`config.mk`:
```
export PLATFORM = sky130hd
export DESIGN_NAME = i2s_rx
export DESIGN_NICKNAME = d
export VERILOG_FILES = /design/src/rtl/audio_pkg.sv /design/src/rtl/sync_edge.sv /design/src/rtl/i2s_rx.sv
export SDC_FILE = /design/constraint.sdc
export NUM_CORES = 1
export LEC_CHECK = 0
export CAP_MARGIN = 20
export CORE_UTILIZATION = 40
export CTS_BUF_LIST = sky130_fd_sc_hd__clkbuf_16
export DETAILED_ROUTE_END_ITERATION = 8
export HOLD_SLACK_MARGIN = 0.06
export SYNTH_ARGS = -nofsm -noshare
export SYNTH_HDL_FRONTEND = slang
export SYNTH_SLANG_ARGS = --single-unit
export TNS_END_PERCENT = 30
```
`constraint.sdc`:
```
create_clock -name clk -period 2.1 [get_ports clk]
set_clock_uncertainty 0.05 [all_clocks]
set_input_delay 0.42 -clock clk [delete_from_list [all_inputs] [get_ports clk]]
set_output_delay 0.42 -clock clk [all_outputs]
set_load 0.1 [all_outputs]
```
`src/rtl/audio_pkg.sv`:
```
// audio_pkg: shared widths, limits and types for the I2S receive path
package audio_pkg;
   localparam int AUDIO_DW_DEF = 16;
   localparam int MAX_BITS_DEF = 32;
   localparam int TIMEOUT_DEF  = 1024;
   typedef enum logic {SYNC, RUN} rx_state_e;
   typedef logic [AUDIO_DW_DEF-1:0] sample_t;
endpackage

```
`src/rtl/sync_edge.sv`:
```
// sync_edge: two-flop synchronizer with a third flop forming a rising-edge strobe
module sync_edge (
   input  logic clk,
   input  logic reset_n,
   input  logic d,
   output logic rise
);
   logic [2:0] sr;
   always_ff @(posedge clk or negedge reset_n)
      if (!reset_n) sr <= '0;
      else sr <= {sr[1:0], d};
   assign rise = sr[1] & ~sr[2];
endmodule

```
`src/rtl/i2s_rx.sv`:
```
// i2s_rx: oversampling I2S receiver delivering left/right PCM pairs with lock and framing-error tracking
module i2s_rx
   import audio_pkg::*;
#(
   parameter int AUDIO_DW = AUDIO_DW_DEF,
   parameter int MAX_BITS = MAX_BITS_DEF,
   parameter int TIMEOUT  = TIMEOUT_DEF
) (
   input  logic                clk,
   input  logic                reset_n,
   input  logic                i2s_bck,
   input  logic                i2s_lrck,
   input  logic                i2s_data,
   output logic [AUDIO_DW-1:0] left,
   output logic [AUDIO_DW-1:0] right,
   output logic                sample_valid,
   output logic                locked,
   output logic                frame_err
);
   localparam int CW = $clog2(MAX_BITS + 1);
   localparam int TW = $clog2(TIMEOUT + 1);

   rx_state_e           state, state_d;
   logic                bck_rise, lrck_s, data_s, lrck_q, word_end;
   logic [1:0]          lrck_sr, data_sr;
   logic [CW-1:0]       cnt;
   logic [TW-1:0]       tcnt;
   logic [AUDIO_DW-1:0] word, word_next, hold_l;
   logic                have_left, overflow, timeout, err, pair;

   sync_edge u_bck (.clk(clk), .reset_n(reset_n), .d(i2s_bck), .rise(bck_rise));

   always_ff @(posedge clk or negedge reset_n)
      if (!reset_n) begin
         lrck_sr <= '0;
         data_sr <= '0;
      end else begin
         lrck_sr <= {lrck_sr[0], i2s_lrck};
         data_sr <= {data_sr[0], i2s_data};
      end

   assign lrck_s   = lrck_sr[1];
   assign data_s   = data_sr[1];
   assign word_end = bck_rise & (lrck_s != lrck_q);

   // current bit folded in, so the LSB arriving on the word_end edge completes the word
   always_comb begin
      word_next = word;
      for (int i = 0; i < AUDIO_DW; i++)
         word_next[i] = (cnt == CW'(AUDIO_DW - 1 - i)) ? data_s : word[i];
   end

   always_ff @(posedge clk or negedge reset_n)
      if (!reset_n) state <= SYNC;
      else state <= state_d;

   always_comb
      state_d = (state == SYNC) ? (word_end ? RUN : SYNC) : (err ? SYNC : RUN);

   always_comb begin
      overflow = (state == RUN) & bck_rise & ~word_end & (cnt == CW'(MAX_BITS));
      timeout  = (state == RUN) & ~bck_rise & (tcnt == TW'(TIMEOUT - 1));
      err      = overflow | timeout;
      pair     = (state == RUN) & word_end & lrck_q & have_left;
   end

   always_ff @(posedge clk or negedge reset_n)
      if (!reset_n) begin
         left         <= '0;
         right        <= '0;
         sample_valid <= 1'b0;
         locked       <= 1'b0;
         frame_err    <= 1'b0;
         lrck_q       <= 1'b0;
         cnt          <= '0;
         tcnt         <= '0;
         word         <= '0;
         hold_l       <= '0;
         have_left    <= 1'b0;
      end else begin
         sample_valid <= pair;
         frame_err    <= err;
         tcnt         <= bck_rise ? '0 : (tcnt == TW'(TIMEOUT)) ? tcnt : tcnt + 1'b1;
         if (bck_rise) lrck_q <= lrck_s;
         if (err) begin
            cnt       <= '0;
            word      <= '0;
            have_left <= 1'b0;
            locked    <= 1'b0;
         end else if (state == SYNC) begin
            cnt       <= '0;
            word      <= '0;
            have_left <= 1'b0;
         end else if (word_end) begin
            cnt       <= '0;
            word      <= '0;
            have_left <= ~lrck_q;
            if (!lrck_q) hold_l <= word_next;
            if (pair) begin
               left   <= hold_l;
               right  <= word_next;
               locked <= 1'b1;
            end
         end else if (bck_rise) begin
            word <= word_next;
            cnt  <= cnt + 1'b1;
         end
      end
endmodule

```
After elaboration in Yosys (flattened, before gate mapping) --
Cells that the tools add are included.
Cells by class: eq/ne operators 22, $add $sub $neg 2, bitwise logic cells 16, reduce and logical (&&, ||, !) cells 7, mux-type cells 36
Operator list (count):
- $mux W16 | 4
- $eq A6 B4 Y1 const B | 8
- $mux W1 | 26
- $eq A6 B3 Y1 const B | 4
- $mux W6 | 4
- $mux W11 | 2
- $eq A6 B2 Y1 const B | 2
- $add A11 B1 Y11 const B | 1
- $eq A11 B10 Y1 const B | 1
- $eq A11 B11 Y1 const B | 1
- $and A1 B1 Y1 | 10
- $reduce_and A4 Y1 | 2
- $add A6 B1 Y6 const B | 1
- $eq A6 B1 Y1 const B | 1
- $eq A6 B6 Y1 const B | 1
- $logic_not A6 Y1 | 1
- $reduce_bool A2 Y1 | 3
- $not A1 Y1 | 5
- $ne A4 B1 Y1 const B | 1
- $ne A3 B1 Y1 const B | 1
- $reduce_and A3 Y1 | 1
- $ne A2 B1 Y1 const B | 1
- $ne A1 B1 Y1 | 1
- $or A1 B1 Y1 | 1
Storage, ports and cells: flip-flop bits (word level) 94, output and inout bits 35, logic and storage cells 98, input bits 5

Depth between registers and ports, before layout --
Gate-level depths: netlist of run 1.
word-level depth 10, gate-level depth with buffers 8, gate-level depth less buffers 7

Hierarchy --
From an unflattened synthesis of run 1, not the netlist that was laid out.
Second synthesis, totals: cell total of the unflattened synthesis 345, area, all modules 4067.7 um^2
By module, submodules not included:
- i2s_rx | sequential area each 2277.2 um^2, area each 3978.8 um^2, times used 1, cells each 341
- sync_edge | sequential area each 75.1 um^2, area each 88.8 um^2, times used 1, cells each 4

Worst setup path after synthesis of run 1 --
OpenSTA, ideal clock, no wires.
path type register to register, start point register tcnt[0], end point register cnt[2], setup time 0.134 ns, path buffers 1, data required time 1.916 ns, clock period less this slack 1.806 ns, stages on the path, launching flop included 7, path slack 0.294 ns, data arrival time 1.621 ns, cells stage by stage dfrtp_1 ha_1 nand3_2 or4_4 buf_6 a31oi_4 mux2i_1
On the way: word-level cells in the longest chain between the ends 4, elaborated cells on any way between the ends 5, classes of those cells eq/ne: 2; mux: 1; bitwise: 2
Ends and longest elaborated chain:
- start: declaration | RTL line i2s_rx.sv:27 | logic [TW-1:0] tcnt;
- start signal: assignment | RTL line i2s_rx.sv:83 | tcnt <= bck_rise ? '0 : (tcnt == TW'(TIMEOUT)) ? tcnt : tcnt + 1'b1;
- $eq A11 B10 Y1 (*) | RTL line i2s_rx.sv:62 | timeout = (state == RUN) & ~bck_rise & (tcnt == TW'(TIMEOUT - 1));
- $and A1 B1 Y1 (*) | RTL line i2s_rx.sv:62
- $or A1 B1 Y1 (*) | RTL line i2s_rx.sv:63 | err = overflow | timeout;
- $ne A4 B1 Y1 (no line) or $mux W6 (tied branches)
- end signal: assignment | RTL line i2s_rx.sv:106 | cnt <= cnt + 1'b1;
- end: declaration | RTL line i2s_rx.sv:26 | logic [CW-1:0] cnt;
Every way passes the cells marked *; elsewhere a longest branch is shown, timed or not. A chain may end at the register's enable or synchronous reset.

Worst setup path after layout of run 1 --
Ends and elaborated chain as after synthesis.

==> summary.txt, run 1 <==
Initial Util - 42.0%
nets - 416
synthesis warning total - 0
Seq cells post-synth - 94
Final HPWL DP - 4920 µm
Root Driver - clkbuf_16
I/O pin total - 40
crit-path max FO - 8
Post-Layout Cell Count - 539
Synth Net Count - 373
clk slew on worst S/H paths - 70 ps
crit path DAT - 2070 ps
clk_lat worst skew - 340 ps
leak pwr - 2.30 nW
most frequent cells in the layout - dfrtp_1, nor2_1, buf_4, a21oi_1, nand2_1
Syn Inst Count - 362
Routed Antenna Nets - 0
Worst R2R Start - tcnt[0]$_DFFE_PN0P_
Cell Area, Synth - 3950 µm²
number of synthesized flops with an enable pin - 0
ant diodes - 0
CTS tree - done
final WL - 7450 µm
clock buffer depth - 2
HP Start - lrck_sr[0]$_DFF_PN0_
IO buf count - 39
CP Capture Type - flop
compound-cell area share of the yosys netlist - 9.22%
DR vias/cell - 5.05
maximum VDD drop - 873 µV
Synth Area in XOR/XNOR - 2.00%
RSZ-0062 raised after global routing - false
final worst-path cycle share - 90.7%
status - finished clean
Post-CTS Resized - 0
post-layout min period - 1900 ps
Slew headroom - 65.7%
clk sink count - 94
start point of the critical path - tcnt[0]$_DFFE_PN0P_
distinct cell type count after synthesis - 41
Least-Margin Pin Slew - 514 ps
Post-Synth Simple-Gate Area - 15.6%
Mean Syn Cell Area - 10.9 µm²
drt wl/cell - 13.8 µm
Slew Viols, Final - 0
area post-placement - 4460 µm²
Total GRT Usage - 16.1%
Adder-Cell Fraction of Synth Area - 1.90%
routability-driven placement congestion ratio - 0.815
critical path launch point type - flop
die extent in x - 101 µm
pwr/cell area - 1640 nW/µm²
DR DRC count - 0
slowest stage delay, CP - 610 ps
Hold Crit Class - reg -> reg
commonest non-fill, non-tap cell in the layout - dfrtp_1
Worst EP required - 2270 ps
Iter 0 DRT Violations - 123
die height - 101 µm
Area Growth Syn to Fin - 20.2%
global-route wire length before repair - 12700 µm
achievable frequency - 525 MHz
CP cell instances - ha_1, nand3_2, or4_4, a31oi_4, mux2i_1
std cell rows - 35
final setup fails - 0
critical path's slowest cell - or4_4
ys async rst share - 100%
Pre-Repair DR Iteration Count - 4
DIE AREA - 10300 µm²
H-tree Lvls - 3
via count - 2724
Max Cap Viol - 0
Post-CTS Setup Bufs - 0
largest family of logic cells by synthesized area - simple AND/OR/NAND/NOR gates
WS Path Type - reg -> reg
post-route cell area - 4750 µm²
vias in the first global route - 2629
CTS buffer count - 9
core area - 9420 µm²
total congestion overflow - 0
Seq/Total Area, Yosys - 59.6%
Synth Flop Type - dfrtp_1
largest net degree at the start of global routing - 51
Final Hold Fails - 0
mux cell area share after synthesis - 8.87%
Tot Pwr - 7.78 mW
initial antenna violation count - 0
WHS - 299 ps
share of cells above drive strength 1 - 17.1%
Setup TNS - 0 ps
placed insts - 522
==> synthesized netlist by cell type, types with 2 or more instances <==
cell type | number | area share (%)
nand3_1 | 21 | 2.7
o311ai_1 | 2 | 0.44
o21ai_1 | 18 | 2.3
or3_1 | 3 | 0.48
ha_1 | 6 | 1.9
nor2_1 | 46 | 4.4
a21oi_1 | 36 | 4.6
clkbuf_1 | 14 | 1.3
xor2_1 | 8 | 1.8
nor2b_1 | 4 | 0.63
o21ai_0 | 2 | 0.25
inv_1 | 5 | 0.48
mux2i_1 | 17 | 4.3
mux2_1 | 15 | 4.3
buf_2 | 5 | 0.63
nand2_1 | 34 | 3.2
dfrtp_1 | 94 | 60
nand4_1 | 9 | 1.4
==> kinds of logic (layout without fill, tap and decap cells) <==
family / count (synthesis) / after routing
and+or+nand+nor: 130 / 130
DFF: 94 / 94
AOI/OAI and AO/OA: 64 / 64
muxes: 33 / 33
buffers and inverters: 26 / 74
xor gates and xnor gates: 9 / 9
adders and majority gates: 6 / 6
==> metal layers <==
metal	wire [µm]	vias to the layer above	global-route usage [%]
li1	-	1342	-
met1	3780	1320	22.5
met2	3300	53	24.5
met3	249	9	3.86
met4	113	0	6.13
met5	0	-	0
==> final cells by class <==
cell class	instances	area, µm²
inverter	6	22.5
timing repair buffer	52	438
sequential	94	2350
fill	866	4670
clock buffer	9	225
clock inverter	7	57.6
tap	129	161
multi-input combinational	242	1490
==> power by group <==
part	switching, mW	internal (mW)	total (mW)
logic	2.65	0.871	3.52
registers	0.354	2.37	2.73
clock network	0.715	0.817	1.53
total	3.72	4.06	7.78
==> sequential cells by signal, indices dropped and copies added, names as in the netlist <==
signal / count
lrck_sr: 2
locked: 1
sample_valid: 1
have_left: 1
lrck_q: 1
cnt: 6
u_bck.sr: 3
tcnt: 11
data_sr: 2
frame_err: 1
right: 16
left: 16
word: 16
state: 1
hold_l: 16
==> through the flow <==
stage	setup slack, ps	utilization, %
5_1_grt	101	50.4
3_3_place_gp	274	47.3
2_1_floorplan	294	-
6_report	195	50.4
3_5_place_dp	224	47.3
4_1_cts	201	50.4
==> critical path, delay by kind of cell, from the launching register on <==
| kind | cells | cell delay (ps) |
|---|---|---|
| multiplexers | 1 | 90 |
| adder cells (fa/ha/maj) | 1 | 280 |
| flip-flops | 1 | 440 |
| AO/OA/AOI/OAI | 1 | 180 |
| AND/OR/NAND/NOR | 2 | 740 |
==> final timing paths <==
| path | endpoint | slack [ps] | depth (start not counted) |
|---|---|---|---|
| max | cnt[2]$_DFFE_PN0P_ | 200 | 5 |
| min | lrck_sr[1]$_DFF_PN0_ | 300 | 0 |
| max reg2reg | cnt[2]$_DFFE_PN0P_ | 200 | 5 |
| min reg2reg | lrck_sr[1]$_DFF_PN0_ | 300 | 0 |
| max in group asynchronous | tcnt[4]$_DFFE_PN0P_ | 880 | 3 |
| min in group asynchronous | cnt[4]$_DFFE_PN0P_ | 520 | 2 |
==> timing repair <==
item	CTS	global route
hold buffers	1	0
hold endpoints to repair	29	0
endpoints found under the setup margin	0	0
Note: power is estimated with default switching activity, not from simulation.
==> run 2: changes to the inputs <==
--- a/config.mk
+++ b/config.mk
@@ -6,10 +6,11 @@
 export NUM_CORES = 1
 export LEC_CHECK = 0
 export CAP_MARGIN = 20
-export CORE_UTILIZATION = 40
+export CORE_UTILIZATION = 50
 export CTS_BUF_LIST = sky130_fd_sc_hd__clkbuf_16
 export DETAILED_ROUTE_END_ITERATION = 8
 export HOLD_SLACK_MARGIN = 0.06
+export PLACE_DENSITY = 0.72
 export SYNTH_ARGS = -nofsm -noshare
 export SYNTH_HDL_FRONTEND = slang
 export SYNTH_SLANG_ARGS = --single-unit
==> summary.txt, run 2 (synthesis results as in run 1) <==
clk sink count - 94
share of cells above drive strength 1 - 18.1%
Setup TNS - 0 ps
WS Path Type - reg -> reg
DR DRC count - 0
Iter 0 DRT Violations - 165
final WL - 7340 µm
routability-driven placement congestion ratio - 0.857
achievable frequency - 514 MHz
clk slew on worst S/H paths - 70 ps
std cell rows - 32
Slew headroom - 60.1%
crit path DAT - 2110 ps
Post-CTS Resized - 0
Initial Util - 51.4%
global-route wire length before repair - 13000 µm
placed insts - 499
clock buffer depth - 2
H-tree Lvls - 3
maximum VDD drop - 950 µV
DIE AREA - 8260 µm²
drt wl/cell - 14.2 µm
IO buf count - 39
CP Capture Type - flop
Slew Viols, Final - 0
Hold Crit Class - reg -> reg
post-layout min period - 1950 ps
Max Cap Viol - 0
CTS buffer count - 9
ant diodes - 0
Worst EP required - 2270 ps
largest net degree at the start of global routing - 51
die extent in x - 90.9 µm
via count - 2814
Routed Antenna Nets - 0
Least-Margin Pin Slew - 599 ps
total congestion overflow - 0
I/O pin total - 40
Post-Layout Cell Count - 516
final setup fails - 0
clk_lat worst skew - 340 ps
Pre-Repair DR Iteration Count - 4
Post-CTS Setup Bufs - 0
Final HPWL DP - 4990 µm
Area Growth Syn to Fin - 19.8%
crit-path max FO - 14
core area - 7690 µm²
Total GRT Usage - 19.9%
RSZ-0062 raised after global routing - false
most frequent cells in the layout - dfrtp_1, buf_4, nor2_1, a21oi_1, nand2_1
DR vias/cell - 5.45
Root Driver - clkbuf_16
critical path launch point type - flop
hold_buf cts - 1
commonest non-fill, non-tap cell in the layout - dfrtp_1
initial antenna violation count - 0
Final Hold Fails - 0
die height - 90.9 µm
final worst-path cycle share - 92.6%
nets - 420
CTS tree - done
status - finished clean
leak pwr - 2.31 nW
pwr/cell area - 1650 nW/µm²
vias in the first global route - 2725
==> run 2: cell count changes in the layout (fill, tap and decap cells not counted), sizes merged <==
cell / before / now
buf: 48 / 52
inv: 8 / 9
clkinv: 4 / 2
clkinvlp: 1 / 2
==> run 2: area by class of cell <==
class | count | area [µm²]
clock inverters | 7 | 55.1
fillers | 615 | 2960
repair buffers | 56 | 455
clock buffers | 9 | 225
flip-flops and latches | 94 | 2350
well taps | 102 | 128
multi-input cells | 242 | 1490
inverters | 6 | 22.5
==> run 2: worst max-delay path, stage by stage (launching register included) <==
cell,delay (ps)
dfrtp_1,410
ha_1,290
nand3_2,140
o311a_1,560
buf_4,250
nand2_1,60
o21ai_1,60
==> run 2: layer usage <==
metal	GRT usage (%)	vias up	share of wire [%]
li1	-	1352	-
met1	28.3	1405	49
met2	30.3	48	47
met3	5.56	9	3.5
met4	4.76	0	0.98
met5	0	-	0
==> run 2: path summary, 6_finish.rpt <==
path	slack, ps	to	cells past startpoint	from
max in group asynchronous	950	left[11]$_DFFE_PN0P_	3	reset_n
worst max register to register	150	word[4]$_DFFE_PN0P_	6	tcnt[1]$_DFFE_PN0P_
worst min register to register	300	lrck_sr[1]$_DFF_PN0_	0	lrck_sr[0]$_DFF_PN0_
min in group asynchronous	490	left[14]$_DFFE_PN0P_	2	reset_n
worst max-delay path	150	word[4]$_DFFE_PN0P_	6	tcnt[1]$_DFFE_PN0P_
worst min-delay path	300	lrck_sr[1]$_DFF_PN0_	0	lrck_sr[0]$_DFF_PN0_
==> run 2: stage by stage <==
stage	hold slack [ps]	setup WS [ps]	total power [mW]	utilization (%)	cell area, µm²
6_report	299	155	7.79	61.5	4730
3_3_place_gp	286	248	6.23	57.8	4440
5_1_grt	316	9.96	8.18	61.5	4730
2_1_floorplan	74.4	294	5.45	-	3950
3_5_place_dp	285	185	6.31	57.8	4440
4_1_cts	299	165	7.85	61.5	4730
==> run 2: power breakdown <==
part / switching, mW / internal [mW]
clock network: 0.705 / 0.817
logic: 2.67 / 0.876
registers: 0.352 / 2.38
